### config.mk
export PLATFORM = sky130hd
export DESIGN_NAME = uart_block_rx
export DESIGN_NICKNAME = d
export VERILOG_FILES = /design/src/rtl/uart_aes_pkg.sv /design/src/rtl/uart_rx_byte.sv /design/src/rtl/uart_block_rx.sv
export SDC_FILE = /design/constraint.sdc
export NUM_CORES = 1
export LEC_CHECK = 0
export CORE_MARGIN = 8
export CORE_UTILIZATION = 50
export CTS_CLUSTER_SIZE = 20
export DETAILED_ROUTE_END_ITERATION = 7
export PLACE_DENSITY = 0.72
export SYNTH_ARGS = -nofsm -noshare
export SYNTH_HDL_FRONTEND = slang
export SYNTH_HIERARCHICAL = 1
export SYNTH_SLANG_ARGS = --single-unit
export TNS_END_PERCENT = 10
### constraint.sdc
create_clock -name clk -period 5.1 [get_ports clk]
set_input_delay 0.765 -clock clk [delete_from_list [all_inputs] [get_ports clk]]
set_output_delay 0.765 -clock clk [all_outputs]
set_load 0.02 [all_outputs]
### src/rtl/uart_aes_pkg.sv
// Shared definitions for the UART-to-AES receive path.
// Holds the byte FSM state encoding, default bit timing and block geometry.
package uart_aes_pkg;

   localparam int unsigned CLKS_PER_BIT_DEF    = 868;  // 100 MHz / 115200 baud
   localparam int unsigned BYTES_PER_BLOCK_DEF = 16;
   localparam int unsigned TIMEOUT_BITS_DEF    = 64;
   localparam int unsigned BLOCK_W             = 8 * BYTES_PER_BLOCK_DEF;

   typedef enum logic [2:0] {
      ST_IDLE      = 3'd0,
      ST_START     = 3'd1,
      ST_DATA      = 3'd2,
      ST_STOP      = 3'd3,
      ST_WAIT_IDLE = 3'd4
   } rx_state_t;

endpackage

### src/rtl/uart_rx_byte.sv
// 8N1 UART byte receiver with 2-FF input synchronizer and mid-bit sampling.
// Ports:
//   clk, rst_n   clock, async active-low reset
//   data_in      raw serial line (idles high)
//   byte_valid   same-cycle strobe: stop bit sampled high, byte_data complete
//   byte_data    received byte, LSB received first
//   frame_err    same-cycle strobe: stop bit sampled low
//   idle_c       FSM currently in IDLE
module uart_rx_byte
   import uart_aes_pkg::*;
#(
   parameter int unsigned CLKS_PER_BIT = CLKS_PER_BIT_DEF
) (
   input  logic       clk,
   input  logic       rst_n,
   input  logic       data_in,
   output logic       byte_valid,
   output logic [7:0] byte_data,
   output logic       frame_err,
   output logic       idle_c
);

   localparam int unsigned CLK_W = $clog2(CLKS_PER_BIT);

   rx_state_t        state, state_n;
   logic             sync1, sync2;
   logic [CLK_W-1:0] clk_cnt;
   logic [2:0]       bit_cnt;
   logic             cnt_clr;
   logic             sample_bit;
   logic             half_done;
   logic             full_done;

   // Synchronizer flops reset to the idle-line level
   always_ff @(posedge clk or negedge rst_n) begin
      if (!rst_n) begin
         sync1 <= 1'b1;
         sync2 <= 1'b1;
      end else begin
         sync1 <= data_in;
         sync2 <= sync1;
      end
   end

   // State register
   always_ff @(posedge clk or negedge rst_n) begin
      if (!rst_n) state <= ST_IDLE;
      else        state <= state_n;
   end

   assign half_done = (clk_cnt == CLK_W'(CLKS_PER_BIT / 2 - 1));
   assign full_done = (clk_cnt == CLK_W'(CLKS_PER_BIT - 1));

   // Next-state and strobe decode
   always_comb begin
      state_n    = state;
      cnt_clr    = 1'b0;
      sample_bit = 1'b0;
      byte_valid = 1'b0;
      frame_err  = 1'b0;
      case (state)
         ST_IDLE: begin
            cnt_clr = 1'b1;
            if (!sync2) state_n = ST_START;
         end
         ST_START: begin
            if (half_done) begin
               cnt_clr = 1'b1;
               // A line that is high again at mid start bit was a glitch
               state_n = sync2 ? ST_IDLE : ST_DATA;
            end
         end
         ST_DATA: begin
            if (full_done) begin
               cnt_clr    = 1'b1;
               sample_bit = 1'b1;
               if (bit_cnt == 3'd7) state_n = ST_STOP;
            end
         end
         ST_STOP: begin
            if (full_done) begin
               cnt_clr = 1'b1;
               if (sync2) begin
                  byte_valid = 1'b1;
                  state_n    = ST_IDLE;
               end else begin
                  frame_err = 1'b1;
                  state_n   = ST_WAIT_IDLE;
               end
            end
         end
         ST_WAIT_IDLE: begin
            cnt_clr = 1'b1;
            if (sync2) state_n = ST_IDLE;
         end
         default: state_n = ST_IDLE;
      endcase
   end

   // Bit timing counter, bit counter and data shift register
   always_ff @(posedge clk or negedge rst_n) begin
      if (!rst_n) begin
         clk_cnt   <= '0;
         bit_cnt   <= '0;
         byte_data <= '0;
      end else begin
         clk_cnt <= cnt_clr ? '0 : clk_cnt + CLK_W'(1);
         if (state == ST_IDLE) bit_cnt <= '0;
         else if (sample_bit)  bit_cnt <= bit_cnt + 3'd1;
         if (sample_bit) byte_data <= {sync2, byte_data[7:1]};
      end
   end

   assign idle_c = (state == ST_IDLE);

endmodule

### src/rtl/uart_block_rx.sv
// Packs received UART bytes into ciphertext blocks for the decryption core.
// Ports:
//   clk, rst_n    clock, async active-low reset
//   data_in       UART serial line (idles high)
//   data_out_rx   last completed block, first byte in the top byte
//   data_state    one-cycle pulse when data_out_rx is updated
//   frame_err     one-cycle pulse on a low stop bit
//   timeout_err   one-cycle pulse when a stalled partial block is dropped
module uart_block_rx
   import uart_aes_pkg::*;
#(
   parameter int unsigned CLKS_PER_BIT    = CLKS_PER_BIT_DEF,
   parameter int unsigned BYTES_PER_BLOCK = BYTES_PER_BLOCK_DEF,
   parameter int unsigned TIMEOUT_BITS    = TIMEOUT_BITS_DEF
) (
   input  logic                         clk,
   input  logic                         rst_n,
   input  logic                         data_in,
   output logic [8*BYTES_PER_BLOCK-1:0] data_out_rx,
   output logic                         data_state,
   output logic                         frame_err,
   output logic                         timeout_err
);

   localparam int unsigned BLK_W      = 8 * BYTES_PER_BLOCK;
   localparam int unsigned CNT_W      = $clog2(BYTES_PER_BLOCK);
   localparam int unsigned TO_CYCLES  = TIMEOUT_BITS * CLKS_PER_BIT;
   localparam int unsigned IDLE_W     = $clog2(TO_CYCLES);

   logic             byte_valid;
   logic [7:0]       byte_data;
   logic             rx_frame_err;
   logic             rx_idle;
   logic [BLK_W-1:0] shift_reg;
   logic [BLK_W-1:0] shift_next;
   logic [CNT_W-1:0] byte_cnt;
   logic [IDLE_W-1:0] idle_cnt;
   logic             idle_run;
   logic             timeout_hit;

   uart_rx_byte #(
      .CLKS_PER_BIT (CLKS_PER_BIT)
   ) u_rx_byte (
      .clk        (clk),
      .rst_n      (rst_n),
      .data_in    (data_in),
      .byte_valid (byte_valid),
      .byte_data  (byte_data),
      .frame_err  (rx_frame_err),
      .idle_c     (rx_idle)
   );

   assign shift_next  = {shift_reg[BLK_W-9:0], byte_data};
   // Idle counter only runs while a partial block is waiting in IDLE
   assign idle_run    = rx_idle && (byte_cnt != '0);
   assign timeout_hit = idle_run && (idle_cnt == IDLE_W'(TO_CYCLES - 1));

   // Block assembly, stall timeout and registered output pulses
   always_ff @(posedge clk or negedge rst_n) begin
      if (!rst_n) begin
         shift_reg   <= '0;
         byte_cnt    <= '0;
         idle_cnt    <= '0;
         data_out_rx <= '0;
         data_state  <= 1'b0;
         frame_err   <= 1'b0;
         timeout_err <= 1'b0;
      end else begin
         data_state  <= 1'b0;
         frame_err   <= rx_frame_err;
         timeout_err <= 1'b0;
         idle_cnt    <= idle_run ? idle_cnt + IDLE_W'(1) : '0;

         // An accepted byte wins over any concurrent timeout
         if (byte_valid) begin
            shift_reg <= shift_next;
            if (byte_cnt == CNT_W'(BYTES_PER_BLOCK - 1)) begin
               data_out_rx <= shift_next;
               data_state  <= 1'b1;
               byte_cnt    <= '0;
            end else begin
               byte_cnt <= byte_cnt + CNT_W'(1);
            end
         end else if (rx_frame_err) begin
            byte_cnt <= '0;
         end else if (timeout_hit) begin
            byte_cnt    <= '0;
            idle_cnt    <= '0;
            timeout_err <= 1'b1;
         end
      end
   end

endmodule

After elaboration in Yosys (flattened, before gate mapping)
Cells that the tools add are included.
- register bits: 297
- input bits: 3
- output and inout port bits: 131
- word-level logic and storage cells: 77
- $add $sub $neg: 4
- equal/unequal tests: 15
- muxes and demuxes: 35
- reduce and logical (&&, ||, !) cells: 10
- operators by type and width (kind ; number):
    $mux 16 ; 4
    $mux 3 ; 9
    $add 16x1->16 const B ; 1
    $eq 16x16->1 const B ; 1
    $mux 4 ; 4
    $pmux 3 s5 ; 1
    $mux 1 ; 14
    $add 10x1->10 const B ; 1
    $eq 10x10->1 const B ; 1
    $eq 10x9->1 const B ; 1
    $mux 10 ; 1
    $ne 2x1->1 const B ; 5
    $eq 3x2->1 const B ; 2
    $eq 3x3->1 const B ; 2
    $reduce_and 6->1 ; 1
    $add 4x1->4 const B ; 1
    $eq 4x4->1 const B ; 1
    $reduce_bool 4->1 ; 1
    $reduce_or 2->1 ; 2
    $add 3x1->3 const B ; 1
    $eq 3x1->1 const B ; 1
    $logic_not 3->1 ; 1
    $pmux 1 s3 ; 1
    $reduce_bool 3->1 ; 1
    5 further kinds ; 6

Longest topological paths before layout
Gate-level depths: netlist of run 1.
- word-level depth: 6
- depth in mapped cells: 10
- depth with buffers taken out: 8

Cells and area by module
Netlist of run 1, hierarchy kept.
- modules (own cells, without submodules) (module ; instances ; cells each ; area each (µm²) ; sequential area each (µm²)):
    uart_block_rx ; 1 ; 909 ; 10297.4 ; 6781.5
    uart_rx_byte ; 1 ; 108 ; 1295.0 ; 653.1

Worst setup path before layout of run 1
OpenSTA, ideal clock, no wires.
- kind: register -> register
- start: register u_rx_byte.clk_cnt[0]
- end: register shift_reg[100]
- setup time: 0.125 ns
- data arrival time: 2.537 ns
- data required time: 4.975 ns
- path slack: 2.438 ns
- stages on the path, launching flop included: 9
- buffers on the path: 3
- clock period less this slack: 2.662 ns
- cell sequence: dfrtp_1 -> ha_1 -> and4bb_1 -> and4_4 -> and3_1 -> clkbuf_1 -> clkbuf_1 -> buf_1 -> mux2_2
- word-level cells in the longest chain between the ends: 3
- ends and longest elaborated chain (element ; line ; RTL):
    start: declaration ; uart_rx_byte.sv:27 ; logic [CLK_W-1:0] clk_cnt;
    start signal: assignment ; uart_rx_byte.sv:107 ; clk_cnt <= cnt_clr ? '0 : clk_cnt + CLK_W'(1);
    $eq 10x10->1 ; uart_rx_byte.sv:52 ; assign full_done = (clk_cnt == CLK_W'(CLKS_PER_BIT - 1));
    $mux 1 ; uart_rx_byte.sv:81 ; if (full_done) begin
    $mux 1 ; uart_rx_byte.sv:61 ; case (state)
    net byte_valid ; uart_block_rx.sv:30 ; logic byte_valid;
    end signal: assignment ; uart_block_rx.sv:76 ; shift_reg <= shift_next;
    end: declaration ; uart_block_rx.sv:34 ; logic [BLK_W-1:0] shift_reg;
The timed path passes the listed nets, and every way through them passes these cells.
A chain may end at the register's enable or synchronous reset.

Worst setup path after layout of run 1
- start: register u_rx_byte.clk_cnt[0]
- end: register byte_cnt[2]
- elaborated cells on any way between the ends: 8
- those cells by class: eq/ne: 1; mux: 6; reduce/logical: 1
- RTL lines (element ; line ; RTL):
    $eq 10x10->1 (*) ; uart_rx_byte.sv:52 ;
    $mux 1 (*) ; uart_rx_byte.sv:81 ;
    $mux 1 (*) ; uart_rx_byte.sv:61 ;
    net byte_valid ; uart_block_rx.sv:30 ;
    $reduce_bool 3->1 (no source line) or $mux 4 (tied branches) ; n/a ;
    end signal: assignment ; uart_block_rx.sv:82 ; byte_cnt <= byte_cnt + CNT_W'(1);
    end: declaration ; uart_block_rx.sv:36 ; logic [CNT_W-1:0] byte_cnt;
The timed path passes the listed nets; every way through them passes the cells marked *.

==> metrics.md, run 1 <==
| Metric | Value |
|---|---|
| Filler instances | 1800 |
| Wire per inst | between 15 and 20 microns |
| Fin crit share | between 60% and 70% |
| Vias per inst | about 5.2 |
| Met2 GRT Util | between 20% and 30% |
| Share of layout cells above drive strength 1 | ~17% |
| Post-route ant nets | 0 |
| Leakage | slightly above 0.007 uW |
| Least-Margin Pin Slew | between 1 and 1.5 ns |
| Final Hold Violating Endpoints | 0 |
| CTS Root Cell | clkbuf_16 |
| Max cap viols | 0 |
| CP Launch Type | flop |
| H-Tree Level Count | 1 |
| Commonest non-fill, non-tap cell in the layout | nand2_1 |
| Longest Clk Path Bufs | 3 |
| Vias in the first global route | roughly 8000 |
| # IOs | around 130 |
| Largest register FFs | 128 |
| Most frequent cells in the layout | 394 x nand2_1, 295 x dfrtp_1, 132 x clkdlybuf4s50_1 |
| Register area | 7430 sq um |
| Met1 GRT Util | 22.3% |
| Clock slew at reported path FFs | 0.06 ns |
| Fin crit period | about 3.4 ns |
| CTS resizes | 0 |
| Routed wire length | approximately 24000 microns |
| #FFs+latches synth | slightly below 300 |
| YS warnings | 6 |
| Port bufs | around 130 |
| CTS tree | yes |
| Residual DRC | 0 |
| Setup Skew | roughly 0.011 ns |
| Unrepaired setup endpoints after global routing | no |
| Cts hold-fix bufs | 0 |
| # Post-CTS Setup Buffers | 0 |
| Slew Limit Fails | 0 |
| Clock latency at the later pin of the worst-skew pair | 0.53 ns |
| Antenna cells | 0 |
| Top Usage Layer GRT | met2 |
| Final setup violation count | 0 |
| Critical path data arrival time | 3.74 ns |
| Synthesized area | around 12000 sq um |
| Hpwl dp | 15300 microns |
| Relative slew margins | roughly 22% |
| First-pass GRT wire length | 40500 microns |
| Total iterations of the first detailed-routing run | 4 |
| Starting Density | about 51% |
| Critical Path RT | ~5.5 ns |
| CP Class | reg2reg |
| DIE WIDTH | between 150 and 200 microns |
| CTS Sinks | 297 |
| Mean area per synthesized cell | around 11 sq um |
| DIE HEIGHT | 168 microns |
| # nets final | around 1200 |
| Sequential area share after synthesis | between 60 and 70% |
| Worst-path fanout max | 90 |
| Die area | 28300 sq um |
| Setup tns final | 0 ns |
| Library cells used by synthesis | 48 |
| Core region area | about 23000 sq um |
| Initial antenna violation count | 0 |
| Peak supply drop | ~0.21 mV |
| All-layer global routing usage | 17.0% |
| Initial DRC Count | 527 |
| Placed Instances | approximately 1400 |
| TritonCTS buffer count | 30 |
| Area delta synth->final | 23.2% |
| Pin count of the biggest net entering global routing | between 100 and 150 |
| Max Clock Freq | approximately 0.3 GHz |
| PD cells | 338 nW/um^2 |
| Status | completed |
| Non-filler cells, final | 1451 |
| GP Congestion | about 0.75 |
| Hold Crit Class | in2async |
| Rows | 55 |
| Mapped Cells | about 1000 |
| Area of the multi-input gates | between 3000 and 4000 sq um |
| Via count | 7498 |
| GR Overflow Total | 0 |
| Syn Nets | approximately 1000 |
| Crit. End Element | flop |
| Global Route met3 Usage | between 3 and 4% |
[per-stage QoR]
step	power (uW)	util [%]	worst slack, ns	area, sq um	hold slack (ns)
after floorplan	2400	-	2.44	11600	0.345
after global placement	2450	57.9	1.83	13200	0.346
after detailed placement	2460	57.9	1.75	13200	0.351
after CTS	4890	62.9	1.73	14300	0.356
after global routing	4990	62.9	1.45	14300	0.357
final	4830	62.9	1.74	14300	0.349
[cells by family (layout without fill, tap and decap cells)]
| kind of cell | count (synthesis) | after routing | share of synthesized area (%) |
|---|---|---|---|
| multiplexers | 131 | 131 | 13.0 |
| XOR/XNOR | 21 | 21 | 1.59 |
| flip-flops | 297 | 297 | 64.1 |
| AO/OA/AOI/OAI | 20 | 20 | 1.30 |
| buffers and inverters | 59 | 208 | 2.19 |
| AND/OR/NAND/NOR | 482 | 482 | 17.0 |
| adder cells (fa/ha/maj) | 7 | 7 | 0.755 |
[per-layer routing]
metal,vias to the layer above,wire length (microns)
li1,3543,-
met1,3772,10600
met2,145,11600
met3,38,1190
met4,0,501
met5,-,0
[path summary, 6_finish.rpt]
| kind | start | slack, ns | to | cells after the start |
|---|---|---|---|---|
| min reg2reg | u_rx_byte/sync1 | 0.35 | u_rx_byte/sync2 | 0 |
| max reg2reg | u_rx_byte/clk_cnt[0] | 1.74 | byte_cnt[2] | 8 |
| max in group asynchronous | rst_n | 3.57 | data_out_rx[107] | 2 |
| min in group clk | u_rx_byte/sync1 | 0.35 | u_rx_byte/sync2 | 0 |
| max | u_rx_byte/clk_cnt[0] | 1.74 | byte_cnt[2] | 8 |
| min | rst_n | 0.35 | idle_cnt[0] | 1 |
[layout make-up]
cell class	count	share of cell area, %
Inverter	11	0.307
Timing Repair Buffer	141	9.87
Tap cell	285	2.50
Multi-Input combinational cell	661	27.4
Sequential cell	297	52.1
Clock inverter	12	1.70
Clock buffer	44	6.19
[cells in the mapped netlist (all sizes together)]
cell type  number  share of area [%]
buf            11               0.64
a41o            1              0.086
o41ai           1               0.24
inv            11               0.36
a31oi           2               0.11
nand2b          2               0.11
nor4b           1               0.21
mux2          130                 13
nand2         394                 13
mux2i           1              0.086
nor2b           4               0.28
a21oi           4               0.17
clkbuf         37                1.2
xor2            7               0.53
or3             1              0.065
o31a            1              0.076
o31ai           2               0.13
a211oi          1              0.065
dfstp           2               0.45
or4             1              0.097
a31o            1              0.076
nor4            4               0.22
nor3            4               0.17
or2             1              0.054
nand4          11               0.59
nor2           36                1.2
o21a            1              0.065
and2            3               0.16
nand3          11               0.47
or4b            1              0.086
and4b           1              0.086
ha              7               0.76
dfrtp         295                 64
xnor2          14                1.1
o21ai           5               0.22
a21o            1              0.065
nor3b           1              0.065
and4bb          1               0.11
and4            2               0.17
and3            3               0.16
[power breakdown]
group | internal (uW) | total (uW) | switching, uW
sequential | 2360 | 2360 | 1.01
combinational | 4.43 | 48.9 | 44.5
clock | 1550 | 2420 | 868
total | 3920 | 4830 | 914
[worst max-delay path, cell delays in order, from the launching register on]
cell      delay, ns
dfrtp_1        0.39
ha_1           0.22
and4bb_1       0.24
and4_4         0.25
and3_4         0.53
buf_4          0.98
nor2_1         0.13
o31ai_1        0.21
a31oi_1        0.16
Note: power is estimated with default switching activity, not from simulation.
==> run 2, diff against run 1 <==
--- a/config.mk
+++ b/config.mk
@@ -9,7 +9,7 @@
 export CORE_UTILIZATION = 50
 export CTS_CLUSTER_SIZE = 20
 export DETAILED_ROUTE_END_ITERATION = 7
-export PLACE_DENSITY = 0.72
+export PLACE_DENSITY = 0.75
 export SYNTH_ARGS = -nofsm -noshare
 export SYNTH_HDL_FRONTEND = slang
 export SYNTH_HIERARCHICAL = 1
==> constraint.sdc (replaced) <==
create_clock -name clk -period 2.9 [get_ports clk]
set_input_delay 0.435 -clock clk [delete_from_list [all_inputs] [get_ports clk]]
set_output_delay 0.435 -clock clk [all_outputs]
set_load 0.02 [all_outputs]
==> run 2 against run 1 <==
Effect of this change: via count is the same; wire length shrank 0.24%; first-iteration DRC count is 18% lower; count of clock-buffer cells in the layout decreased by 1; sequential power is 76% higher; critical path depth grew 1; worst setup slack got worse by 1.3 ns; global-route usage down 0.11 points.
==> metrics.md, run 2 (synthesis results as in run 1) <==
| Metric | Value |
|---|---|
| Core region area | around 23000 sq um |
| DIE HEIGHT | between 150 and 200 microns |
| Relative slew margins | 60.9% |
| Pin count of the biggest net entering global routing | 100 |
| TritonCTS buffer count | 29 |
| Global Route met3 Usage | under 10% |
| Share of layout cells above drive strength 1 | between 10% and 20% |
| Hpwl dp | roughly 16000 microns |
| Final Hold Violating Endpoints | 0 |
| Fin crit share | about 86% |
| Final core occ | around 62% |
| Hold Crit Class | in2reg |
| Via count | approximately 7500 |
| Port bufs | 133 |
| CP Class | reg2reg |
| Post-route ant nets | 0 |
| Area delta synth->final | 22.4% |
| Unrepaired setup endpoints after global routing | no |
| PD cells | about 550 nW/um^2 |
| Wire per inst | 16.3 microns |
| First-pass GRT wire length | 40300 microns |
| CP Launch Type | flop |
| Antenna cells | 0 |
| CTS Root Cell | clkbuf_16 |
| Die area | between 20000 and 30000 sq um |
| H-Tree Level Count | 1 |
| P_sw | 1570 uW |
| # nets final | around 1200 |
| CTS tree | yes |
| Routed wire length | about 24000 microns |
| Critical Path RT | 3.36 ns |
| # Post-CTS Setup Buffers | 0 |
| Top Usage Layer GRT | met2 |
| Met2 GRT Util | between 20 and 30% |
| Residual DRC | 0 |
| Switching share of power | between 20 and 25% |
| Final setup violation count | 0 |
| R2R depth | 9 |
| GR Overflow Total | 0 |
| Rows | 55 |
| Setup Skew | 0.0132 ns |
| Slew Limit Fails | 0 |
| Part of the power in combinational logic | about 1.2% |
| Peak supply drop | roughly 0.42 mV |
| Worst Min Path Start | data_in |
| Longest Clk Path Bufs | 3 |
| Starting Density | between 50% and 60% |
| Largest register FFs | 128 |
| Most frequent cells in the layout | 394 x nand2_1, 295 x dfrtp_1, 132 x clkdlybuf4s50_1 |
| Crit. End Element | flop |
| Critical path data arrival time | 2.96 ns |
| DIE WIDTH | about 170 microns |
| Total iterations of the first detailed-routing run | 4 |
| Least-Margin Pin Slew | 0.582 ns |
| Initial antenna violation count | 0 |
| Max cap viols | 0 |
| Filler instances | 1802 |
| Status | completed |
| # IOs | 134 |
| Setup tns final | 0 ns |
| Clock slew at reported path FFs | around 0.060 ns |
| Pwr Total | 7810 uW |
| Sequential share of power | between 50% and 60% |
| Fin crit period | 2.49 ns |
| Hold Path Stages | 1 |
| Max Clock Freq | about 0.4 GHz |
| Leakage | just over 0.007 uW |
| CTS Sinks | roughly 300 |
| Clock latency at the later pin of the worst-skew pair | ~0.54 ns |
| R2R setup slack | between 0.4 and 0.5 ns |
| Clk network pwr share | a little under half |
| Reg-to-Reg Start | u_rx_byte/clk_cnt[0] |
| Pint | 6230 uW |
| GP Congestion | approximately 0.79 |
| Met1 GRT Util | a little under a quarter |
| Initial DRC Count | 430 |
| Worst-path fanout max | 31 |
| Vias in the first global route | 7820 |
| All-layer global routing usage | between 15 and 20% |
| Commonest non-fill, non-tap cell in the layout | nand2_1 |
| End of the worst hold path | u_rx_byte/sync1 |
| RR Endpoint | data_out_rx[86] |
| Vias per inst | ~5.2 |
## run 2: metrics by stage
stage	instance area, sq um	hold slack, ns	worst slack (ns)	cells
2_1_floorplan	11600	0.139	0.238	1017
3_3_place_gp	13300	0.346	0.528	1403
3_5_place_dp	13300	0.347	0.420	1403
4_1_cts	14200	0.301	0.396	1455
5_1_grt	14200	0.310	0.229	1455
6_report	14200	0.314	0.407	1455
## run 2: per-layer routing
layer / up-vias / share of wire (%)
met1: 3761 / 45
met5: - / 0
met4: 0 / 1.8
met2: 145 / 48
met3: 34 / 5.1
li1: 3558 / -
## run 2: what timing repair did
item,CTS,global route
resized for setup,0,0
hold endpoints to repair,65,0
setup endpoints to repair,0,0
hold buffers,1,0
## run 2: worst max path at each step
stage,to,startpoint,slack (ns)
6_report,data_out_rx[86],u_rx_byte/clk_cnt[0],0.41
3_3_place_gp,data_out_rx[88],u_rx_byte/clk_cnt[0],0.53
4_1_cts,data_out_rx[12],u_rx_byte/clk_cnt[0],0.40
5_1_grt,data_out_rx[63],u_rx_byte/clk_cnt[0],0.23
2_1_floorplan,shift_reg[100],u_rx_byte/clk_cnt[0],0.24
3_5_place_dp,data_out_rx[86],u_rx_byte/clk_cnt[0],0.42
## run 2: power by group through the flow
stage / logic [uW] / registers (uW) / clock network (uW)
6_report: 92.8 / 4150 / 3570
5_1_grt: 112 / 4150 / 3810
4_1_cts: 99.9 / 4150 / 3670
3_5_place_dp: 98.7 / 4220 / 0
3_3_place_gp: 97.2 / 4220 / 0
2_1_floorplan: 0.452 / 4220 / 0
## run 2: critical path: stages (launching register included)
cell and delay, ns:
dfrtp_1 0.40, ha_1 0.22, and4bb_1 0.23, and4_4 0.24, and3_4 0.23, nand4_1 0.26
inv_4 0.39, buf_4 0.29, nand2_1 0.07, nand2_1 0.07
## run 2: cell type report
type,instances,area [sq um],share of cell area [%]
repair buffers,150,1550,10.9
multi-input cells,661,3910,27.5
clock buffers,43,798,5.62
clock inverters,8,96.3,0.679
inverters,11,43.8,0.309
flip-flops and latches,297,7430,52.4
well taps,285,357,2.51
==> run 3, diff against run 2 <==
--- a/config.mk
+++ b/config.mk
@@ -7,7 +7,7 @@
 export LEC_CHECK = 0
 export CORE_MARGIN = 8
 export CORE_UTILIZATION = 50
-export CTS_CLUSTER_SIZE = 20
+export CTS_CLUSTER_SIZE = 10
 export DETAILED_ROUTE_END_ITERATION = 7
 export PLACE_DENSITY = 0.75
 export SYNTH_ARGS = -nofsm -noshare
==> run 3 against run 2 <==
Effect of this change: via count increased by 0.21%; critical path depth unchanged; flip-flop and latch count unchanged; design area increased by 0.48%; combinational power about the same; register-to-register slack about the same; hold slack improved by 0.040 ns; critical path type unchanged; largest cell class unchanged; largest power group unchanged.
==> metrics.md, run 3 (synthesis results as in run 1) <==
| Metric | Value |
|---|---|
| Status | completed |
| Max Clock Freq | 0.403 GHz |
| Slowest-stage cell, CP | dfrtp_1 |
| CTS tree | yes |
| DIE HEIGHT | between 150 and 200 microns |
| Initial antenna violation count | 0 |
| Initial DRC Count | about 530 |
| Critical path data arrival time | a little under 3 ns |
| Critical Path RT | between 3 and 4 ns |
| Rows | between 50 and 60 |
| Total iterations of the first detailed-routing run | 4 |
| DIE WIDTH | 168 microns |
| CTS resizes | 0 |
| Crit path cell chain | ha_1 -> and4bb_1 -> and4_4 -> and3_4 -> nand4_1 -> inv_4 -> buf_4 -> nand2_1 -> nand2_1 |
| # Post-CTS Setup Buffers | 0 |
| R2R setup slack | around 0.42 ns |
| Pwr Total | roughly 8000 uW |
| Routed wire length | 24200 microns |
| Max cap viols | 0 |
| Post-route ant nets | 0 |
| Levels on crit path | 9 |
| Setup Skew | ~0.015 ns |
| CP delay by family, top | simple AND/OR/NAND/NOR gates |
| Pin count of the biggest net entering global routing | 100 |
| Residual DRC | 0 |
| Reg-to-Reg Start | u_rx_byte/clk_cnt[0] |
| Largest register FFs | 128 |
| Longest Clk Path Bufs | 3 |
| First-pass GRT wire length | around 41000 microns |
| R2R depth | 9 |
| Unrepaired setup endpoints after global routing | no |
| GR Overflow Total | 0 |
| Area delta synth->final | 23.0% |
| Placed instance area | ~13000 sq um |
| GP Congestion | between 0.7 and 0.8 |
| Starting Density | 51.0% |
| End of the worst hold path | u_rx_byte/sync2 |
| RR Endpoint | data_out_rx[86] |
| Leakage | just over 0.007 uW |
| Hpwl dp | 15600 microns |
| CTS Root Cell | clkbuf_16 |
| Hold Crit Class | reg2reg |
| # nets final | between 1000 and 1500 |
| Slew Limit Fails | 0 |
| Setup tns final | 0 ns |
| Port bufs | around 130 |
| Via count | around 7500 |
| Clock latency at the later pin of the worst-skew pair | approximately 0.5 ns |
| Vias in the first global route | between 7000 and 8000 |
| Relative slew margins | a little over three fifths |
| Wire per inst | between 15 and 20 microns |
| Hold Path Stages | 0 |
| Final setup violation count | 0 |
| Most frequent cells in the layout | 394 x nand2_1, 295 x dfrtp_1, 132 x clkdlybuf4s50_1 |
| Antenna cells | 0 |
| Vias per inst | ~5.2 |
| Fin crit share | between 80 and 90% |
| Peak supply drop | 0.358 mV |
| Commonest non-fill, non-tap cell in the layout | nand2_1 |
| CP Launch Type | flop |
| Share of layout cells above drive strength 1 | roughly 17% |
| Worst-path fanout max | 31 |
| CP Class | reg2reg |
| Crit. End Element | flop |
| Die area | 28300 sq um |
| Core region area | 22700 sq um |
| Cts hold-fix bufs | 1 |
| CP peak stage delay | a little under 0.4 ns |
| Least-Margin Pin Slew | 0.563 ns |
| Clock slew at reported path FFs | about 0.05 ns |
| Final core occ | around 63% |
| H-Tree Level Count | 2 |
| Most common cell on crit path | nand2_1 |
| Placed Instances | between 1000 and 1500 |
| TritonCTS buffer count | 35 |
| Final Hold Violating Endpoints | 0 |
| Fin crit period | 2.48 ns |
| # IOs | 134 |
| Worst Min Path Start | u_rx_byte/sync1 |
| All-layer global routing usage | 17.4% |
| PD cells | roughly 560 nW/um^2 |
| Fin area | around 14000 sq um |
| Non-filler cells, final | around 1400 |
| CTS Sinks | just under 300 |
| Buf/Inv on CP | 2 |
run 3: layout make-up:
class | count | area, sq um
multi-input combinational | 661 | 3910
fill | 1822 | 8450
tap | 285 | 357
inverter | 11 | 43.8
clock buffer | 44 | 962
timing repair buffer | 150 | 1550
sequential | 297 | 7430
run 3: worst max path at each step:
stage	start	to	slack [ns]
2_1_floorplan	u_rx_byte/clk_cnt[0]	shift_reg[100]	0.24
3_3_place_gp	u_rx_byte/clk_cnt[0]	data_out_rx[88]	0.53
3_5_place_dp	u_rx_byte/clk_cnt[0]	data_out_rx[86]	0.42
4_1_cts	u_rx_byte/clk_cnt[0]	data_out_rx[20]	0.40
5_1_grt	u_rx_byte/clk_cnt[0]	data_out_rx[109]	0.24
6_report	u_rx_byte/clk_cnt[0]	data_out_rx[86]	0.42
run 3: per-stage QoR:
step / hold WS [ns] / setup WS (ns)
floorplan: 0.139 / 0.238
global placement: 0.346 / 0.528
detailed placement: 0.347 / 0.420
CTS: 0.342 / 0.396
global route: 0.356 / 0.238
finish: 0.355 / 0.420
run 3: per-layer routing:
layer	vias up	part of all wire [%]	global-route usage, %
li1	3559	-	-
met1	3767	44	22.7
met2	145	49	28.7
met3	43	4.5	3.16
met4	0	2.6	6.48
met5	-	0	0
run 3: worst register-to-register path: cells and delay by family, from the launching register on:
kind,cells,cell delay (ns)
AND/OR/NAND/NOR,6,1.10
buffers and inverters,2,0.69
flip-flops,1,0.39
adder cells (fa/ha/maj),1,0.23
run 3: power by group:
| group | switching (uW) | internal [uW] | total, uW |
|---|---|---|---|
| Combinational | 80.1 | 13.1 | 93.1 |
| Sequential | 1.59 | 4150 | 4150 |
| Clock | 1490 | 2290 | 3780 |
